==> config.mk <==
export PLATFORM = sky130hd
export DESIGN_NAME = ga_delay_gen_flat
export DESIGN_NICKNAME = d
export VERILOG_FILES = /design/src/rtl/ga_delay_gen_if.sv /design/src/rtl/ga_delay_gen.sv /design/src/flat_wrapper.sv
export SDC_FILE = /design/constraint.sdc
export NUM_CORES = 1
export LEC_CHECK = 0
export CAP_MARGIN = 20
export CORE_UTILIZATION = 51
export DETAILED_ROUTE_END_ITERATION = 16
export PLACE_DENSITY = 0.79
export SKIP_CTS_REPAIR_TIMING = 1
export SYNTH_ARGS = -nofsm -noshare
export SYNTH_HDL_FRONTEND = slang
export SYNTH_SLANG_ARGS = --single-unit
==> constraint.sdc <==
create_clock -name clk -period 17.6 [get_ports clk]
set_input_delay 1.76 -clock clk [delete_from_list [all_inputs] [get_ports clk]]
set_output_delay 1.76 -clock clk [all_outputs]
set_load 0.01 [all_outputs]
==> src/rtl/ga_delay_gen_if.sv <==
// Valid/ready stream bundle used on both sides of the delay generator.
// The master drives data/valid, the slave drives ready.
interface ga_delay_gen_if #(
    parameter int DATA_WIDTH = 32
);
    logic [DATA_WIDTH-1:0] data;
    logic                  valid;
    logic                  ready;

    modport master (output data, output valid, input ready);
    modport slave  (input data, input valid, output ready);
endinterface

==> src/rtl/ga_delay_gen.sv <==
// ga_delay_gen: inserts a pseudo-random idle gap before every transaction of a
// run. Each gap is drawn from one of RANGES weighted [min,max] delay ranges
// using a 16-bit Fibonacci LFSR. Transactions themselves pass through with no
// added latency.
// Optional feature: define GA_DELAY_STATS_EN to add the HIT_CNT per-range
// selection counters (port hit_cnt).
module ga_delay_gen #(
    parameter int RANGES     = 4,
    parameter int DATA_WIDTH = 32,
    parameter int CNT_WIDTH  = 16
) (
    input  logic                        clk,
    input  logic                        rst_n,
    input  logic                        start,
    input  logic [15:0]                 seed,
    input  logic [CNT_WIDTH-1:0]        trans_count,
    input  logic [RANGES*8-1:0]         range_min,
    input  logic [RANGES*8-1:0]         range_max,
    input  logic [RANGES*8-1:0]         range_weight,
    ga_delay_gen_if.slave               in_bus,
    ga_delay_gen_if.master              out_bus,
    output logic                        busy,
    output logic                        done,
    output logic [CNT_WIDTH-1:0]        sent_cnt
`ifdef GA_DELAY_STATS_EN
    ,
    output logic [RANGES*CNT_WIDTH-1:0] hit_cnt
`endif
);

    localparam logic [15:0] LFSR_INIT = 16'hACE1;

    typedef enum logic [2:0] {IDLE, SELECT, WAIT, PASS, FIN} state_t;

    state_t                 state_reg, state_next;
    logic [7:0]             cnt_reg, cnt_next;
    logic [CNT_WIDTH-1:0]   sent_reg, sent_next;
    logic [15:0]            lfsr_reg, lfsr_next;
    logic [CNT_WIDTH-1:0]   tc_reg;
    logic [RANGES*8-1:0]    min_reg, max_reg, weight_reg;
    logic                   load_cfg;

    logic [15:0]            lfsr_step;
    logic [9:0]             w_sum, w_acc, sel_r;
    logic [7:0]             sel_min, sel_max, span_off, delay_val;
    logic [8:0]             span;
    logic                   found;
    logic [RANGES-1:0]      sel_onehot;

    // Taps 16,14,13,11 feed the new MSB; the register shifts toward bit 0.
    assign lfsr_step = {lfsr_reg[0] ^ lfsr_reg[2] ^ lfsr_reg[3] ^ lfsr_reg[5], lfsr_reg[15:1]};

    // Weighted range pick from lfsr[7:0], then delay scaled into [min,max] from lfsr[15:8].
    always_comb begin
        w_sum = '0;
        for (int i = 0; i < RANGES; i++) begin
            w_sum = w_sum + 10'(weight_reg[8*i +: 8]);
        end
        sel_r      = 10'((18'(lfsr_reg[7:0]) * 18'(w_sum)) >> 8);
        w_acc      = '0;
        found      = 1'b0;
        sel_min    = min_reg[7:0];
        sel_max    = max_reg[7:0];
        sel_onehot = RANGES'(1);
        for (int i = 0; i < RANGES; i++) begin
            w_acc = w_acc + 10'(weight_reg[8*i +: 8]);
            if (!found && sel_r < w_acc) begin
                found         = 1'b1;
                sel_min       = min_reg[8*i +: 8];
                sel_max       = max_reg[8*i +: 8];
                sel_onehot    = '0;
                sel_onehot[i] = 1'b1;
            end
        end
        span      = {1'b0, sel_max} - {1'b0, sel_min} + 9'd1;
        span_off  = 8'((16'(lfsr_reg[15:8]) * 16'(span)) >> 8);
        delay_val = (sel_max <= sel_min) ? sel_min : sel_min + span_off;
    end

    // Next-state logic and all stream/status outputs.
    always_comb begin
        state_next    = state_reg;
        cnt_next      = cnt_reg;
        sent_next     = sent_reg;
        lfsr_next     = lfsr_reg;
        load_cfg      = 1'b0;
        busy          = (state_reg != IDLE);
        done          = (state_reg == FIN);
        in_bus.ready  = 1'b0;
        out_bus.valid = 1'b0;
        out_bus.data  = {DATA_WIDTH{1'b0}};
        case (state_reg)
            IDLE: begin
                if (start) begin
                    load_cfg   = 1'b1;
                    sent_next  = '0;
                    lfsr_next  = (seed == 16'h0000) ? LFSR_INIT : seed;
                    state_next = (trans_count == '0) ? FIN : SELECT;
                end
            end
            SELECT: begin
                lfsr_next  = lfsr_step;
                cnt_next   = delay_val;
                state_next = (delay_val == 8'd0) ? PASS : WAIT;
            end
            WAIT: begin
                cnt_next = cnt_reg - 8'd1;
                if (cnt_reg <= 8'd1) begin
                    state_next = PASS;
                end
            end
            PASS: begin
                out_bus.valid = in_bus.valid;
                out_bus.data  = in_bus.data;
                in_bus.ready  = out_bus.ready;
                if (in_bus.valid && out_bus.ready) begin
                    sent_next  = sent_reg + CNT_WIDTH'(1);
                    state_next = (sent_next == tc_reg) ? FIN : SELECT;
                end
            end
            FIN: begin
                state_next = IDLE;
            end
            default: begin
                state_next = IDLE;
            end
        endcase
    end

    // State, counters and LFSR; reset aborts any run immediately.
    always_ff @(posedge clk or negedge rst_n) begin
        if (!rst_n) begin
            state_reg <= IDLE;
            cnt_reg   <= '0;
            sent_reg  <= '0;
            lfsr_reg  <= LFSR_INIT;
        end else begin
            state_reg <= state_next;
            cnt_reg   <= cnt_next;
            sent_reg  <= sent_next;
            lfsr_reg  <= lfsr_next;
        end
    end

    // Run configuration captured when a START is accepted.
    always_ff @(posedge clk or negedge rst_n) begin
        if (!rst_n) begin
            tc_reg     <= '0;
            min_reg    <= '0;
            max_reg    <= '0;
            weight_reg <= '0;
        end else if (load_cfg) begin
            tc_reg     <= trans_count;
            min_reg    <= range_min;
            max_reg    <= range_max;
            weight_reg <= range_weight;
        end
    end

    assign sent_cnt = sent_reg;

`ifdef GA_DELAY_STATS_EN
    generate
        for (genvar gi = 0; gi < RANGES; gi++) begin : g_hit
            logic [CNT_WIDTH-1:0] hit_reg;
            // Per-range selection counter; saturates so long runs never wrap.
            always_ff @(posedge clk or negedge rst_n) begin
                if (!rst_n) begin
                    hit_reg <= '0;
                end else if (state_reg == IDLE && start) begin
                    hit_reg <= '0;
                end else if (state_reg == SELECT && sel_onehot[gi] &&
                             hit_reg != {CNT_WIDTH{1'b1}}) begin
                    hit_reg <= hit_reg + CNT_WIDTH'(1);
                end
            end
            assign hit_cnt[gi*CNT_WIDTH +: CNT_WIDTH] = hit_reg;
        end
    endgenerate
`else
    // Selection one-hot only feeds the optional statistics counters.
    logic unused_sel;
    assign unused_sel = ^sel_onehot;
`endif

endmodule

==> src/flat_wrapper.sv <==
// flat-port wrapper written by rule: the top's interface ports become plain ports
module ga_delay_gen_flat 
#(
    parameter int RANGES     = 4,
    parameter int DATA_WIDTH = 32,
    parameter int CNT_WIDTH  = 16
)
  (clk, rst_n, start, seed, trans_count, range_min, range_max, range_weight, busy, done, sent_cnt, in_bus_data, in_bus_valid, in_bus_ready, out_bus_data, out_bus_valid, out_bus_ready);
  ga_delay_gen_if #(.DATA_WIDTH(DATA_WIDTH)) in_bus_i ();
  ga_delay_gen_if #(.DATA_WIDTH(DATA_WIDTH)) out_bus_i ();
  input  logic clk;
  input  logic rst_n;
  input  logic start;
  input  logic [15:0] seed;
  input  logic [CNT_WIDTH-1:0] trans_count;
  input  logic [RANGES*8-1:0] range_min;
  input  logic [RANGES*8-1:0] range_max;
  input  logic [RANGES*8-1:0] range_weight;
  output logic busy;
  output logic done;
  output logic [CNT_WIDTH-1:0] sent_cnt;
  input wire logic [$bits(in_bus_i.data)-1:0] in_bus_data;
  input wire logic [$bits(in_bus_i.valid)-1:0] in_bus_valid;
  output wire logic [$bits(in_bus_i.ready)-1:0] in_bus_ready;
  output wire logic [$bits(out_bus_i.data)-1:0] out_bus_data;
  output wire logic [$bits(out_bus_i.valid)-1:0] out_bus_valid;
  input wire logic [$bits(out_bus_i.ready)-1:0] out_bus_ready;
  assign in_bus_i.data = in_bus_data;
  assign in_bus_i.valid = in_bus_valid;
  assign in_bus_ready = in_bus_i.ready;
  assign out_bus_data = out_bus_i.data;
  assign out_bus_valid = out_bus_i.valid;
  assign out_bus_i.ready = out_bus_ready;
  ga_delay_gen #(.RANGES(RANGES), .DATA_WIDTH(DATA_WIDTH), .CNT_WIDTH(CNT_WIDTH)) u_core (.clk(clk), .rst_n(rst_n), .start(start), .seed(seed), .trans_count(trans_count), .range_min(range_min), .range_max(range_max), .range_weight(range_weight), .in_bus(in_bus_i), .out_bus(out_bus_i), .busy(busy), .done(done), .sent_cnt(sent_cnt));
endmodule
==> flow_metrics.env, run 1 <==
export IMPL_reg2reg_setup_slack_ns=0.62
export IMPL_cts_root_buf="clkbuf_16"
export IMPL_die_area_sq_um=30000
export IMPL_cap_violations=0
export IMPL_syn_area_sq_um=15000
export IMPL_syn_inst=1587
export IMPL_synth_edf_count=0
export IMPL_routed_wl_um=39600
export IMPL_grt_max_degree=104
export IMPL_drv_slew=0
export IMPL_clk_path_buf_depth=2
export IMPL_clkSinkCount=155
export IMPL_placed_cell_area_sq_um=17700
export IMPL_finalCritPeriodShare_pct=96.5
export IMPL_critPathLaunchType="register"
export IMPL_critPathMaxStageDelay_ns=0.61
export IMPL_tightest_slew_ns=1.02
export IMPL_num_vias=12500
export IMPL_period_minus_slack_ns=16.98
export IMPL_max_freq_mhz=58.9
export IMPL_min_path_type="register to register"
export IMPL_run_status="finished, final reports clean"
export IMPL_avgRoutedWirePerCell_um=17.9
export IMPL_register_area_sq_um=3890
export IMPL_grt_pass1_wl_um=64500
export IMPL_first_global_vias=12800
export IMPL_drive_above_1_share_pct=14.8
export IMPL_multi_input_area_sq_um=10400
export IMPL_nets=2228
export IMPL_setup_viol=0
export IMPL_syn_nets=1998
export IMPL_clk_pin_slew_ns=0.07
export IMPL_cts_buffers=17
export IMPL_worstSetupPathType="register to register"
export IMPL_port_buffers=216
export IMPL_final_area_sq_um=18600
export IMPL_end_kind="register"
export IMPL_clock_latency_ns=0.44
export IMPL_core_area_sq_um=28800
export IMPL_top_layer_used="met4"
export IMPL_hp_start="u_core.max_reg[30]"
export IMPL_area_growth_pct=24.3
export IMPL_cts_tree="yes"
export IMPL_diodes=0
export IMPL_synth_seq_cells=155
export IMPL_met3_wirelength_um=3030
export IMPL_ios=217
export IMPL_reg2reg_depth=72
export IMPL_grt_overflow=0
export IMPL_final_cells=2214
export IMPL_hold_path_depth=1
export IMPL_drt_antenna_violating_nets=0
export IMPL_num_rows=62
export IMPL_initial_core_util_pct=52.0
export IMPL_antenna_found_initial=1
export IMPL_crit_required_ns=17.92
export IMPL_ys_flop_type="dfrtp_1"
export IMPL_met2RoutedLength_um=18300
export IMPL_drt_initial_drc_count=783
export IMPL_dr_pass1_iters=5
export IMPL_final_cell_mix="clkdlybuf4s50_1, inv_1, dfrtp_1"
export IMPL_synth_yosys_seq_area_share_pct=26.0
export IMPL_yosys_warnings=0
export IMPL_post_route_drc_count=0
export IMPL_die_x_um=173
export IMPL_avgSynthCellArea_sq_um=9.42
export IMPL_skew_ns=0.0121
export IMPL_layout_commonest_cell="clkdlybuf4s50_1"
export IMPL_routed_via_density=5.64
export IMPL_ys_async_sr_fraction_pct=100
export IMPL_wl_met1_um=17100
export IMPL_htreeDepth=4
export IMPL_dp_hpwl_um=30600
export IMPL_gp_congestion=0.955
export IMPL_synth_cell_types=87
export IMPL_die_h_um=173
export IMPL_worstPathMaxFanout=9
export IMPL_groute_usage_overall_pct=26.8
export IMPL_fill_cells=2247
export IMPL_r2r_start="u_core.weight_reg[0]"
export IMPL_hold_violations=0
export IMPL_cp_startpoint="u_core.weight_reg[0]"
export IMPL_crit_path_top_delay_cell="fa_2"
export IMPL_placed_cells=2176
export IMPL_max_slew_margin_pct=32.3
export IMPL_arrival_ns=17.31
-- layout make-up --
class | count | share of cell area (%)
Multi-Input combinational cell | 1190 | 55.9
Sequential cell | 155 | 20.9
Tap cell | 384 | 2.58
Clock buffer | 18 | 2.36
Timing Repair Buffer | 263 | 13.6
Inverter | 190 | 3.85
Clock inverter | 14 | 0.794
-- per-stage QoR --
step | utilization, % | setup TNS, ns | hold WS [ns] | setup slack (ns)
2_1_floorplan | - | 0 | 0.462 | 0.772
3_3_place_gp | 61.5 | 0 | 0.484 | 0.595
3_5_place_dp | 61.5 | 0 | 0.494 | 0.106
4_1_cts | 63.6 | -0.0262 | 0.511 | -0.0143
5_1_grt | 64.6 | -0.112 | 0.521 | -0.102
6_report | 64.6 | 0 | 0.508 | 0.616
-- path summary, 6_finish.rpt --
| path | endpoint |
|---|---|
| worst max register to register | u_core.cnt_reg[7] |
| min in group asynchronous | u_core.max_reg[8] |
| worst max-delay path | u_core.cnt_reg[7] |
| max in group asynchronous | u_core.cnt_reg[1] |
| worst min-delay path | u_core.max_reg[30] |
| worst min register to register | u_core.max_reg[30] |
-- worst max-delay path: cells and delay by family (launching register included) --
kind                       cells  cell delay [ns]
AOI/OAI and AO/OA             23             4.35
xor gates and xnor gates       7             1.02
adders and majority gates     19             8.02
buffers and inverters         10             0.83
DFF                            1             0.41
muxes                          1             0.30
and+or+nand+nor               12             1.93
-- cell families after synthesis --
kind of cell,count (synthesis),synth area share [%]
AND/OR/NAND/NOR,466,15.8
AO/OA/AOI/OAI,281,13.0
multiplexers,120,8.90
XOR/XNOR,77,4.73
flip-flops,155,26.0
adder cells (fa/ha/maj),246,25.3
buffers and inverters,242,6.18
-- synth_stat cells, types with 3 or more instances --
library cell	count	area, sq um
dfrtp_1	147	3680
a21oi_1	53	265
nor4_1	12	75.1
clkbuf_1	46	173
fa_1	95	1900
nor2b_1	16	100
a22oi_1	18	135
or4_1	3	22.5
o21bai_1	11	82.6
a211o_1	4	35.0
nand3_1	21	105
xnor2_1	52	455
o211ai_1	14	105
a211oi_2	6	75.1
o31ai_1	9	67.6
nand4_1	13	81.3
nor3_1	18	90.1
a21o_1	18	135
o21ai_0	74	370
a21boi_0	3	22.5
buf_2	5	25.0
or2_2	3	18.8
nand2b_1	8	50.1
inv_1	189	709
o21ai_1	3	15.0
dfstp_2	8	210
and4_1	3	26.3
a211oi_1	10	75.1
ha_1	151	1890
o21a_1	8	60.1
xor2_1	23	201
a31oi_1	6	37.5
nand2_1	146	548
mux2i_1	16	160
and3_1	9	56.3
nor2_1	74	278
mux2_2	104	1170
and2_1	126	788
-- per-layer routing --
metal	vias to the layer above	track usage (%)
li1	5849	-
met1	6105	35.2
met2	450	42.5
met3	87	7.00
met4	0	9.81
met5	-	0
Power of run 1 is left out: the tool's default activity adds up to more than one toggle a clock period on the data nets, which glitch-free logic cannot reach.
==> run 2, diff against run 1 <==
--- a/config.mk
+++ b/config.mk
@@ -7,6 +7,7 @@
 export LEC_CHECK = 0
 export CAP_MARGIN = 20
 export CORE_UTILIZATION = 51
+export CTS_CLUSTER_SIZE = 10
 export DETAILED_ROUTE_END_ITERATION = 16
 export PLACE_DENSITY = 0.79
 export SKIP_CTS_REPAIR_TIMING = 1
==> results of run 2 <==
Same layout as run 1: the final DEF is identical, and so are final timing and power.
Power of run 2 is left out for the same reason.
==> run 3, diff against run 2 <==
--- a/config.mk
+++ b/config.mk
@@ -6,10 +6,10 @@
 export NUM_CORES = 1
 export LEC_CHECK = 0
 export CAP_MARGIN = 20
-export CORE_UTILIZATION = 51
+export CORE_UTILIZATION = 57
 export CTS_CLUSTER_SIZE = 10
 export DETAILED_ROUTE_END_ITERATION = 16
-export PLACE_DENSITY = 0.79
+export PLACE_DENSITY = 0.83
 export SKIP_CTS_REPAIR_TIMING = 1
 export SYNTH_ARGS = -nofsm -noshare
 export SYNTH_HDL_FRONTEND = slang
==> constraint.sdc (replaced) <==
create_clock -name clk -period 18.4 [get_ports clk]
set_input_delay 1.84 -clock clk [delete_from_list [all_inputs] [get_ports clk]]
set_output_delay 1.84 -clock clk [all_outputs]
set_load 0.01 [all_outputs]
==> flow_metrics.env, run 3 (synthesis results as in run 1) <==
export IMPL_clk_path_buf_depth=2
export IMPL_routed_wl_um=38700
export IMPL_die_area_sq_um=26900
export IMPL_setup_viol=0
export IMPL_area_growth_pct=21.8
export IMPL_ios=217
export IMPL_clk_pin_slew_ns=0.07
export IMPL_grt_pass1_wl_um=63900
export IMPL_initial_core_util_pct=58.7
export IMPL_period_minus_slack_ns=17.47
export IMPL_worstPathMaxFanout=8
export IMPL_final_cell_mix="clkdlybuf4s50_1, inv_1, ha_1"
export IMPL_fill_cells=1891
export IMPL_layout_commonest_cell="clkdlybuf4s50_1"
export IMPL_core_area_sq_um=25500
export IMPL_dp_hpwl_um=30100
export IMPL_end_kind="register"
export IMPL_diodes=0
export IMPL_first_global_vias=12800
export IMPL_worstSetupPathType="register to register"
export IMPL_final_util_pct=71.5
export IMPL_clkSinkCount=155
export IMPL_avgRoutedWirePerCell_um=18.1
export IMPL_die_h_um=164
export IMPL_nets=2208
export IMPL_num_vias=12500
export IMPL_holdWs_ns=0.505
export IMPL_routed_via_density=5.83
export IMPL_max_freq_mhz=57.2
export IMPL_grt_overflow=0
export IMPL_gp_congestion=0.935
export IMPL_post_route_drc_count=0
export IMPL_crit_required_ns=18.71
export IMPL_grt_max_degree=84
export IMPL_cts_tree="yes"
export IMPL_drt_initial_drc_count=836
export IMPL_htreeDepth=4
export IMPL_dr_pass1_iters=5
export IMPL_die_x_um=164
export IMPL_cts_root_buf="clkbuf_16"
export IMPL_drv_slew=0
export IMPL_crit_path_top_delay_cell="a211oi_2"
export IMPL_drive_above_1_share_pct=12.2
export IMPL_cts_buffers=17
export IMPL_max_slew_margin_pct=34.1
export IMPL_run_status="finished, final reports clean"
export IMPL_cp_common_cell="fa_1"
export IMPL_groute_usage_overall_pct=30.3
export IMPL_clock_latency_ns=0.43
export IMPL_num_rows=58
export IMPL_min_path_type="register to register"
export IMPL_tightest_slew_ns=0.985
export IMPL_hold_violations=0
export IMPL_antenna_found_initial=1
export IMPL_port_buffers=216
export IMPL_cap_violations=0
export IMPL_finalCritPeriodShare_pct=94.9
export IMPL_arrival_ns=17.78
export IMPL_drt_antenna_violating_nets=0
export IMPL_critPathMaxStageDelay_ns=0.70
export IMPL_critPathLaunchType="register"
export IMPL_skew_ns=0.0156
[run 3: final timing paths]
| path | startpoint | endpoint | slack, ns | cells after the start |
|---|---|---|---|---|
| min in group asynchronous | rst_n | u_core.weight_reg[13] | 1.44 | 1 |
| worst min-delay path | u_core.max_reg[30] | u_core.max_reg[30] | 0.51 | 1 |
| max in group asynchronous | rst_n | u_core.lfsr_reg[0] | 15.81 | 3 |
| worst max register to register | u_core.weight_reg[0] | u_core.cnt_reg[7] | 0.93 | 74 |
| worst max-delay path | u_core.weight_reg[0] | u_core.cnt_reg[7] | 0.93 | 74 |
| worst min register to register | u_core.max_reg[30] | u_core.max_reg[30] | 0.51 | 1 |
[run 3: through the flow]
step | instances | worst slack [ns] | cell area, sq um | TNS (ns)
floorplan | 1587 | 1.57 | 15000 | 0
global placement | 2105 | 0.849 | 17500 | 0
detailed placement | 2105 | 0.203 | 17500 | 0
CTS | 2136 | 0.0648 | 18100 | 0
global route | 2139 | -0.0890 | 18200 | -0.172
finish | 2139 | 0.931 | 18200 | 0
[run 3: area by class of cell]
type / instances / area [sq um] / area share (%)
Tap cell: 330 / 413 / 2.27
Clock buffer: 17 / 425 / 2.33
Multi-Input combinational cell: 1190 / 10300 / 56.3
Sequential cell: 155 / 3890 / 21.3
Clock inverter: 14 / 131 / 0.721
Timing Repair Buffer: 243 / 2390 / 13.1
Inverter: 190 / 716 / 3.93
[run 3: critical path, delay by kind of cell (launching register included)]
| kind | cells | cell delay [ns] |
|---|---|---|
| buf+inv | 6 | 0.30 |
| compound gates | 22 | 4.64 |
| simple gates | 17 | 2.14 |
| mux | 2 | 0.47 |
| xor+xnor | 8 | 1.73 |
| flops | 1 | 0.41 |
| fa+ha+maj | 19 | 7.64 |
[run 3: metal layers]
layer  global-route usage [%]  vias to the layer above  routed length (um)
li1                         -                     5812                   -
met1                     39.6                     6138               16600
met2                     49.5                      444               18100
met3                     8.16                       67                3140
met4                     8.16                        2                 820
met5                        0                        -                  11
Power of run 3 is left out for the same reason.
